**src/rtl/uc_sequencer_if.sv**
```systemverilog
// Datapath-facing bundle between the microc datapath and its control sequencer.
// master = sequencer (drives strobes), slave = datapath (drives Opcode and z).
interface uc_sequencer_if;
  logic [5:0] Opcode;
  logic       z;
  logic       s_inc;
  logic       s_inm;
  logic       we3;
  logic       wez;
  logic [2:0] Op;
  logic       pc_we;

  modport master (input Opcode, z, output s_inc, s_inm, we3, wez, Op, pc_we);
  modport slave  (output Opcode, z, input s_inc, s_inm, we3, wez, Op, pc_we);
endinterface

```
**src/rtl/uc_sequencer.sv**
```systemverilog
// Multi-cycle FETCH/EXEC control unit for microc with run/step/halt control,
// illegal-opcode trap and a saturating retired-instruction counter.
module uc_sequencer #(
  parameter int         CNT_W   = 16,
  parameter logic [5:0] HALT_OP = 6'b011111
) (
  input  logic             clk,
  input  logic             reset,
  input  logic             run,
  input  logic             step,
  uc_sequencer_if.master   dp,
  output logic             halted,
  output logic             illegal,
  output logic [CNT_W-1:0] instr_count
);

  typedef enum logic [2:0] {IDLE, FETCH, EXEC, HALT, ERR} state_t;

  state_t           state_q, state_d;
  logic [5:0]       ir_q, ir_d;
  logic             step_prev_q, step_prev_d;
  logic             one_shot_q, one_shot_d;
  logic [CNT_W-1:0] cnt_q, cnt_d;

  logic       s_inc, s_inm, we3, wez, pc_we, legal;
  logic [2:0] op;

  always_ff @(posedge clk or negedge reset) begin
    if (!reset) begin
      state_q     <= IDLE;
      ir_q        <= '0;
      step_prev_q <= 1'b0;
      one_shot_q  <= 1'b0;
      cnt_q       <= '0;
    end else begin
      state_q     <= state_d;
      ir_q        <= ir_d;
      step_prev_q <= step_prev_d;
      one_shot_q  <= one_shot_d;
      cnt_q       <= cnt_d;
    end
  end

  always_comb begin
    state_d     = state_q;
    ir_d        = ir_q;
    step_prev_d = step;
    one_shot_d  = one_shot_q;
    cnt_d       = cnt_q;
    s_inc       = 1'b1;
    s_inm       = 1'b0;
    we3         = 1'b0;
    wez         = 1'b0;
    op          = 3'b000;
    pc_we       = 1'b0;
    legal       = 1'b0;

    case (state_q)
      IDLE: begin
        if (run) begin
          state_d    = FETCH;
          one_shot_d = 1'b0;
        end else if (step && !step_prev_q) begin
          state_d    = FETCH;
          one_shot_d = 1'b1;
        end
      end
      FETCH: begin
        ir_d    = dp.Opcode;
        state_d = EXEC;
      end
      EXEC: begin
        legal = 1'b1;
        if (ir_q[5]) begin
          op    = ir_q[4:2];
          we3   = 1'b1;
          wez   = 1'b1;
          pc_we = 1'b1;
        end else if (ir_q == 6'b000000) begin
          pc_we = 1'b1;
        end else if (ir_q[5:2] == 4'b0001) begin
          we3   = 1'b1;
          s_inm = 1'b1;
          pc_we = 1'b1;
        end else if (ir_q == 6'b010000) begin
          s_inc = 1'b0;
          pc_we = 1'b1;
        end else if (ir_q == 6'b010001) begin
          s_inc = ~dp.z;
          pc_we = 1'b1;
        end else if (ir_q == 6'b010010) begin
          s_inc = dp.z;
          pc_we = 1'b1;
        end else begin
          legal   = 1'b0;
          state_d = (ir_q == HALT_OP) ? HALT : ERR;
        end

        if (legal) begin
          if (cnt_q != '1) cnt_d = cnt_q + CNT_W'(1);
          // A stepped instruction always drops back to IDLE, even if run rose meanwhile.
          if (run && !one_shot_q) begin
            state_d = FETCH;
          end else begin
            state_d    = IDLE;
            one_shot_d = 1'b0;
          end
        end
      end
      HALT:    state_d = HALT;
      ERR:     state_d = ERR;
      default: state_d = IDLE;
    endcase
  end

  assign dp.s_inc    = s_inc;
  assign dp.s_inm    = s_inm;
  assign dp.we3      = we3;
  assign dp.wez      = wez;
  assign dp.Op       = op;
  assign dp.pc_we    = pc_we;
  assign halted      = (state_q == HALT);
  assign illegal     = (state_q == ERR);
  assign instr_count = cnt_q;

endmodule

```
**src/flat_wrapper.sv**
```systemverilog
// flat-port wrapper written by rule: the top's interface ports become plain ports
module uc_sequencer_flat 
#(
  parameter int         CNT_W   = 16,
  parameter logic [5:0] HALT_OP = 6'b011111
)
  (clk, reset, run, step, halted, illegal, instr_count, dp_Opcode, dp_z, dp_s_inc, dp_s_inm, dp_we3, dp_wez, dp_Op, dp_pc_we);
  uc_sequencer_if dp_i ();
  input  logic clk;
  input  logic reset;
  input  logic run;
  input  logic step;
  output logic halted;
  output logic illegal;
  output logic [CNT_W-1:0] instr_count;
  input wire logic [$bits(dp_i.Opcode)-1:0] dp_Opcode;
  input wire logic [$bits(dp_i.z)-1:0] dp_z;
  output wire logic [$bits(dp_i.s_inc)-1:0] dp_s_inc;
  output wire logic [$bits(dp_i.s_inm)-1:0] dp_s_inm;
  output wire logic [$bits(dp_i.we3)-1:0] dp_we3;
  output wire logic [$bits(dp_i.wez)-1:0] dp_wez;
  output wire logic [$bits(dp_i.Op)-1:0] dp_Op;
  output wire logic [$bits(dp_i.pc_we)-1:0] dp_pc_we;
  assign dp_i.Opcode = dp_Opcode;
  assign dp_i.z = dp_z;
  assign dp_s_inc = dp_i.s_inc;
  assign dp_s_inm = dp_i.s_inm;
  assign dp_we3 = dp_i.we3;
  assign dp_wez = dp_i.wez;
  assign dp_Op = dp_i.Op;
  assign dp_pc_we = dp_i.pc_we;
  uc_sequencer #(.CNT_W(CNT_W), .HALT_OP(HALT_OP)) u_core (.clk(clk), .reset(reset), .run(run), .step(step), .dp(dp_i), .halted(halted), .illegal(illegal), .instr_count(instr_count));
endmodule
```
**config.mk**
```make
export PLATFORM = sky130hd
export DESIGN_NAME = uc_sequencer_flat
export DESIGN_NICKNAME = d
export VERILOG_FILES = /design/src/rtl/uc_sequencer_if.sv /design/src/rtl/uc_sequencer.sv /design/src/flat_wrapper.sv
export SDC_FILE = /design/constraint.sdc
export NUM_CORES = 1
export LEC_CHECK = 0
export CAP_MARGIN = 40
export CORE_AREA = 5 5 78 51
export CTS_CLUSTER_SIZE = 10
export DETAILED_ROUTE_END_ITERATION = 6
export DIE_AREA = 0 0 83 56
export MAX_ROUTING_LAYER = met4
export PLACE_DENSITY = 0.86
export SETUP_SLACK_MARGIN = 0.05
export SYNTH_ARGS = -nofsm -noshare
export SYNTH_HDL_FRONTEND = slang
export SYNTH_SLANG_ARGS = --single-unit
```
**constraint.sdc**
```tcl
create_clock -name clk -period 2.3 [get_ports clk]
set_input_delay 0.46 -clock clk [delete_from_list [all_inputs] [get_ports clk]]
set_output_delay 0.46 -clock clk [all_outputs]
set_load 0.005 [all_outputs]
```
==> impl_metrics.tcl, run 1 <==
set metrics [dict create \
    status "completed" \
    synth_enable_flop_cells 0 \
    synth_flop_cell "dfrtp_1" \
    synth_area_sq_mm 0.001475 \
    critPathKind "flop to primary output" \
    ys_seq_area_share_pct 45.80 \
    antenna_found_initial 0 \
    cp.depth 4 \
    utilization_pct 64.04 \
    grt_pass1_vias 1257 \
    power_mw 2.041 \
    leakagePower_nw 0.9686 \
    crit_fanout 3 \
    layout_min_cycle_time_ps 2148 \
    cts_tree "done" \
    fin_tns_setup_ps 0 \
    dp_slack_ps 74.12 \
    setup_viol_count_final 0 \
    critPathBufInv 2 \
    clkLatencyLatePin_ps 270 \
    io_buffers 36 \
    final_common_cell "clkdlybuf4s50_1" \
    overflow 0 \
    die_h_microns 56 \
    timing.rr.end "u_core.instr_count[14]" \
    n_fill_cell 271 \
    maxSlewViolCount 0 \
    drive_gt1_share_pct 20.22 \
    htree_levels 1 \
    wl_per_cell_microns 15.60 \
    drt_wl_total_microns 3556 \
    r2r-start "u_core.ir_q[4]" \
    path_cells "nor2_2 -> buf_4 -> and3_1 -> clkdlybuf4s50_1" \
    drtIter0Drc 83 \
    ys_warn_count 0 \
    r2r_cells 6 \
    hold_depth 1 \
    max-cap-violations 0 \
    stdcell_area_sq_mm 0.002026 \
    dp_cells 217 \
    netlist_instances 135 \
    crit_required_ps 1840 \
    clk_pin_slew_ps 100 \
    nets 196 \
    ir_worst_vdd_v 0.0006460 \
    rsz0062_at_grt "no" \
    finalClockSkew_ps 7.686 \
    dieArea_sq_mm 0.004648 \
    rows 16 \
    ff2ff_setup_slack_ps 290 \
    core_sq_mm 0.003163 \
    setup.worst_path.end "dp_wez" \
    fp.dieW_microns 83 \
    fmax_mhz 465.6 \
    gp_congestion 0.8152 \
    cp-start-kind "flop" \
    num_vias 1247 \
    dp_hpwl_microns 2518 \
    grt_max_degree 28 \
    setup_slack_ps 152.1 \
    slowest_delay_ps 530 \
    cts_buffers 3 \
    synthArstFlopShare_pct 100.0 \
    vias_per_cell 5.469 \
    cts.sinks 27 \
    synth.avg_cell_area_sq_um 10.93 \
    synth_seq_cells 27 \
    crit_path_start "u_core.state_q[0]" \
    crit_family "buffers and inverters" \
    hold_viol_final 0 \
    whs_ps 501.8 \
    root_buffer "clkbuf_8" \
    relSlewSlack_pct 66.62 \
    syn_nets 147 \
    fin_cells 228 \
    slowest_stage "clkdlybuf4s50_1" \
    final_cell_mix "clkdlybuf4s50_1 (29), dfrtp_1 (25), buf_4 (11)" \
    hold_path_class "flop to flop" \
    drc 0 \
    grt_pass1_wl_microns 6099 \
    ctsLongestPathBuffers 2 \
    ios 37 \
    initial_core_util_pct 46.64 \
    synthToLayoutAreaGrowth_pct 37.32 \
    track_usage_pct 16.46 \
    period_share_pct 93.39 \
    drtPass1Iterations 4 \
    critPathArrivalTime_ps 1690 \
    place_area_sq_mm 0.001908 \
    critPathCaptureType "primary output" \
    cellPowerDensity_mw_per_mm2 1008 \
    diodes 0 \
    tightest_slew_ps 498.5 \
    postRouteAntennaNets 0 \
    synth_cell_type_count 47 \
]
logic make-up after synthesis:
kind of cell / Yosys count / synth area share [%]
and+or+nand+nor: 64 / 29.01
DFF: 27 / 45.80
AOI/OAI and AO/OA: 12 / 7.040
xor gates and xnor gates: 11 / 6.531
muxes: 11 / 8.312
buffers and inverters: 9 / 2.459
adders and majority gates: 1 / 0.8480
area by class of cell:
type	count	area [sq um]	share of cell area, %
well taps	45	56.30	2.779
repair buffers	47	449.2	22.17
clock buffers	3	41.29	2.038
inverters	6	22.52	1.112
flip-flops and latches	27	678.2	33.48
clock inverters	1	5.005	0.2471
multi-input cells	99	773.2	38.17
report_power, final:
group	internal, mW	switching, mW	total, mW	leakage [nW]
Sequential	0.611	0.166	0.777	0.347
Combinational	0.552	0.442	0.993	0.597
Clock	0.121	0.149	0.271	0.0255
Total	1.28	0.757	2.04	0.969
layer usage:
| layer | part of all wire (%) | track usage (%) |
|---|---|---|
| met1 | 47 | 22.54 |
| met3 | 5.5 | 4.882 |
| met4 | 0.22 | 2.564 |
| met2 | 47 | 24.66 |
| met5 | 0 | - |
synth_stat cells, types with 2 or more instances:
cell / n / area share [%]
a21oi_1: 3 / 1.0
a31oi_1: 2 / 0.85
and3_1: 6 / 2.5
buf_2: 2 / 0.68
dfrtp_1: 27 / 46
inv_1: 6 / 1.5
mux2_1: 3 / 2.3
mux2_2: 7 / 5.3
nand2_1: 8 / 2.0
nand2b_1: 3 / 1.3
nand3_1: 6 / 2.0
nand4_1: 3 / 1.3
nand4b_1: 2 / 1.2
nor2_1: 9 / 2.3
nor2b_1: 3 / 1.3
nor3_1: 2 / 0.68
nor4_1: 3 / 1.3
nor4b_1: 2 / 1.2
xnor2_1: 4 / 2.4
xor2_1: 7 / 4.2
sequential cells by signal (all words and copies together) (netlist names):
register,flops
u_core.instr_count,16
u_core.step_prev_q,1
u_core.ir_q,6
u_core.one_shot_q,1
u_core.state_q,3
how the worst min path moves through the flow:
stage | from | endpoint | slack (ps)
2_1_floorplan | reset | u_core.instr_count[0] | 160
3_3_place_gp | u_core.instr_count[4] | u_core.instr_count[4] | 480
3_5_place_dp | u_core.instr_count[4] | u_core.instr_count[4] | 490
4_1_cts | u_core.instr_count[4] | u_core.instr_count[4] | 500
5_1_grt | u_core.instr_count[4] | u_core.instr_count[4] | 530
6_report | u_core.instr_count[4] | u_core.instr_count[4] | 500
worst reg2reg max path, cell delays in order, from the launching register on:
cell and delay (ps):
dfrtp_2 460, and2_1 200, o21bai_4 150, buf_4 160, nand4_4 160, or4_1 450
mux2_1 320
timing repair:
| action | in CTS | in global routing |
|---|---|---|
| pin swaps | 5 | 2 |
| endpoints found under the hold margin | 0 | 0 |
| hold buffers | 0 | 0 |
| setup buffers | 4 | 3 |
| gates resized for setup | 6 | 5 |
| endpoints found under the setup margin | 4 | 5 |
(Power assumes the default switching activity.)
==> run 2, diff against run 1 <==
Settings changed: CAP_MARGIN 40 to 20.
==> results of run 2 <==
The final DEF is identical to that of run 1; final timing and power are the same.
==> run 3, diff against run 2 <==
Settings changed: PLACE_DENSITY 0.86 to 0.77.
==> impl_metrics.tcl, run 3 (synthesis results as in run 1) <==
set metrics [dict create \
    crit_fanout 3 \
    drc 0 \
    die_h_microns 56 \
    initial_core_util_pct 46.64 \
    drtIter0Drc 43 \
    final_cell_mix "clkdlybuf4s50_1 (29), dfrtp_1 (26), nor2_1 (9)" \
    grt_pass1_wl_microns 5844 \
    power_mw 1.991 \
    dp_slack_ps 110.5 \
    status "completed" \
    hold_viol_final 0 \
    dieArea_sq_mm 0.004648 \
    critPathCaptureType "primary output" \
    maxSlewViolCount 0 \
    clk_pin_slew_ps 90 \
    layout_min_cycle_time_ps 2114 \
    fin_cells 225 \
    cts_hold_buf 0 \
    cp-start-kind "flop" \
    track_usage_pct 15.51 \
    grt_max_degree 28 \
    ios 37 \
    drtPass1Iterations 4 \
    dp_cells 217 \
    setup.worst_path.end "dp_wez" \
    grt_pass1_vias 1214 \
    root_buffer "clkbuf_8" \
    cts_buffers 3 \
    leakagePower_nw 0.9530 \
    relSlewSlack_pct 68.42 \
    gp_congestion 0.8480 \
    drt_wl_total_microns 3337 \
    largest_register_ffs 16 \
    core_sq_mm 0.003163 \
    io_buffers 36 \
    htree_levels 1 \
    rows 16 \
    setup_slack_ps 186.2 \
    r2r-start "u_core.ir_q[4]" \
    whs_ps 511.0 \
    cts.sinks 27 \
    diodes 0 \
    overflow 0 \
    finalClockSkew_ps 3.649 \
    n_fill_cell 280 \
    crit_required_ps 1840 \
    postRouteAntennaNets 0 \
    period_share_pct 91.91 \
    hold_path_class "flop to flop" \
    critPathArrivalTime_ps 1650 \
    synthToLayoutAreaGrowth_pct 36.39 \
    tightest_slew_ps 471.6 \
    fp.dieW_microns 83 \
    cts_tree "done" \
    vias_per_cell 5.400 \
    clkLatencyLatePin_ps 280 \
    num_vias 1215 \
    cellPowerDensity_mw_per_mm2 989.4 \
    fin_tns_setup_ps 0 \
    antenna_found_initial 0 \
    r2r_cells 6 \
    rsz0062_at_grt "no" \
    timing.rr.end "u_core.instr_count[14]" \
    ff2ff_setup_slack_ps 260 \
    final_common_cell "clkdlybuf4s50_1" \
    setup_viol_count_final 0 \
    dp_hpwl_microns 2349 \
    wl_per_cell_microns 14.83 \
    ctsLongestPathBuffers 2 \
    critPathKind "flop to primary output" \
    ir_worst_vdd_v 0.0006727 \
    fmax_mhz 473.1 \
    max-cap-violations 0 \
    nets 193 \
    crit_path_start "u_core.state_q[0]" \
    drive_gt1_share_pct 17.78 \
]
run 3: worst min path at each step:
stage	slack, ps	endpoint	from	depth (start not counted)
global placement	470	u_core.instr_count[4]	u_core.instr_count[4]	1
detailed placement	480	u_core.instr_count[4]	u_core.instr_count[4]	1
floorplan	160	u_core.instr_count[0]	reset	0
global route	540	u_core.instr_count[4]	u_core.instr_count[4]	1
CTS	500	u_core.instr_count[4]	u_core.instr_count[4]	1
finish	510	u_core.instr_count[4]	u_core.instr_count[4]	1
run 3: what timing repair did:
action                                  CTS  global route
hold endpoints to repair                  0             0
pin swaps                                 5             1
endpoints found under the setup margin    4             5
gates resized for setup                   5             6
buffers inserted                          4             0
run 3: layer usage:
metal  part of all wire [%]  track usage, %  vias to the layer above
li1                       -               -                      577
met1                     45           20.38                      589
met2                     46           23.97                       45
met3                    7.6           5.030                        4
met4                   0.57           2.331                        0
met5                      0               -                        -
run 3: area by class of cell:
cell class                 instances  area (sq um)  area share [%]
multi-input combinational         99         780.7           38.81
sequential                        27         676.9           33.64
timing repair buffer              44         430.4           21.39
tap                               45         56.30           2.799
clock buffer                       4         45.04           2.239
inverter                           6         22.52           1.119
run 3: through the flow:
stage	cell area, sq um	util [%]
floorplan	1475	-
global placement	1908	60.32
detailed placement	1908	60.32
CTS	1992	62.97
global route	2012	63.61
finish	2012	63.61
run 3: power by group:
| group | total [mW] | switching, mW | internal, mW |
|---|---|---|---|
| Combinational | 0.951 | 0.423 | 0.527 |
| Sequential | 0.764 | 0.156 | 0.609 |
| Clock | 0.275 | 0.151 | 0.124 |
| Total | 1.99 | 0.730 | 1.26 |
run 3: critical path, cell delays in order, from the launching register on:
cell and delay (ps):
dfrtp_1 400, nor2_2 140, buf_4 130, and3_1 190, clkdlybuf4s50_1 510
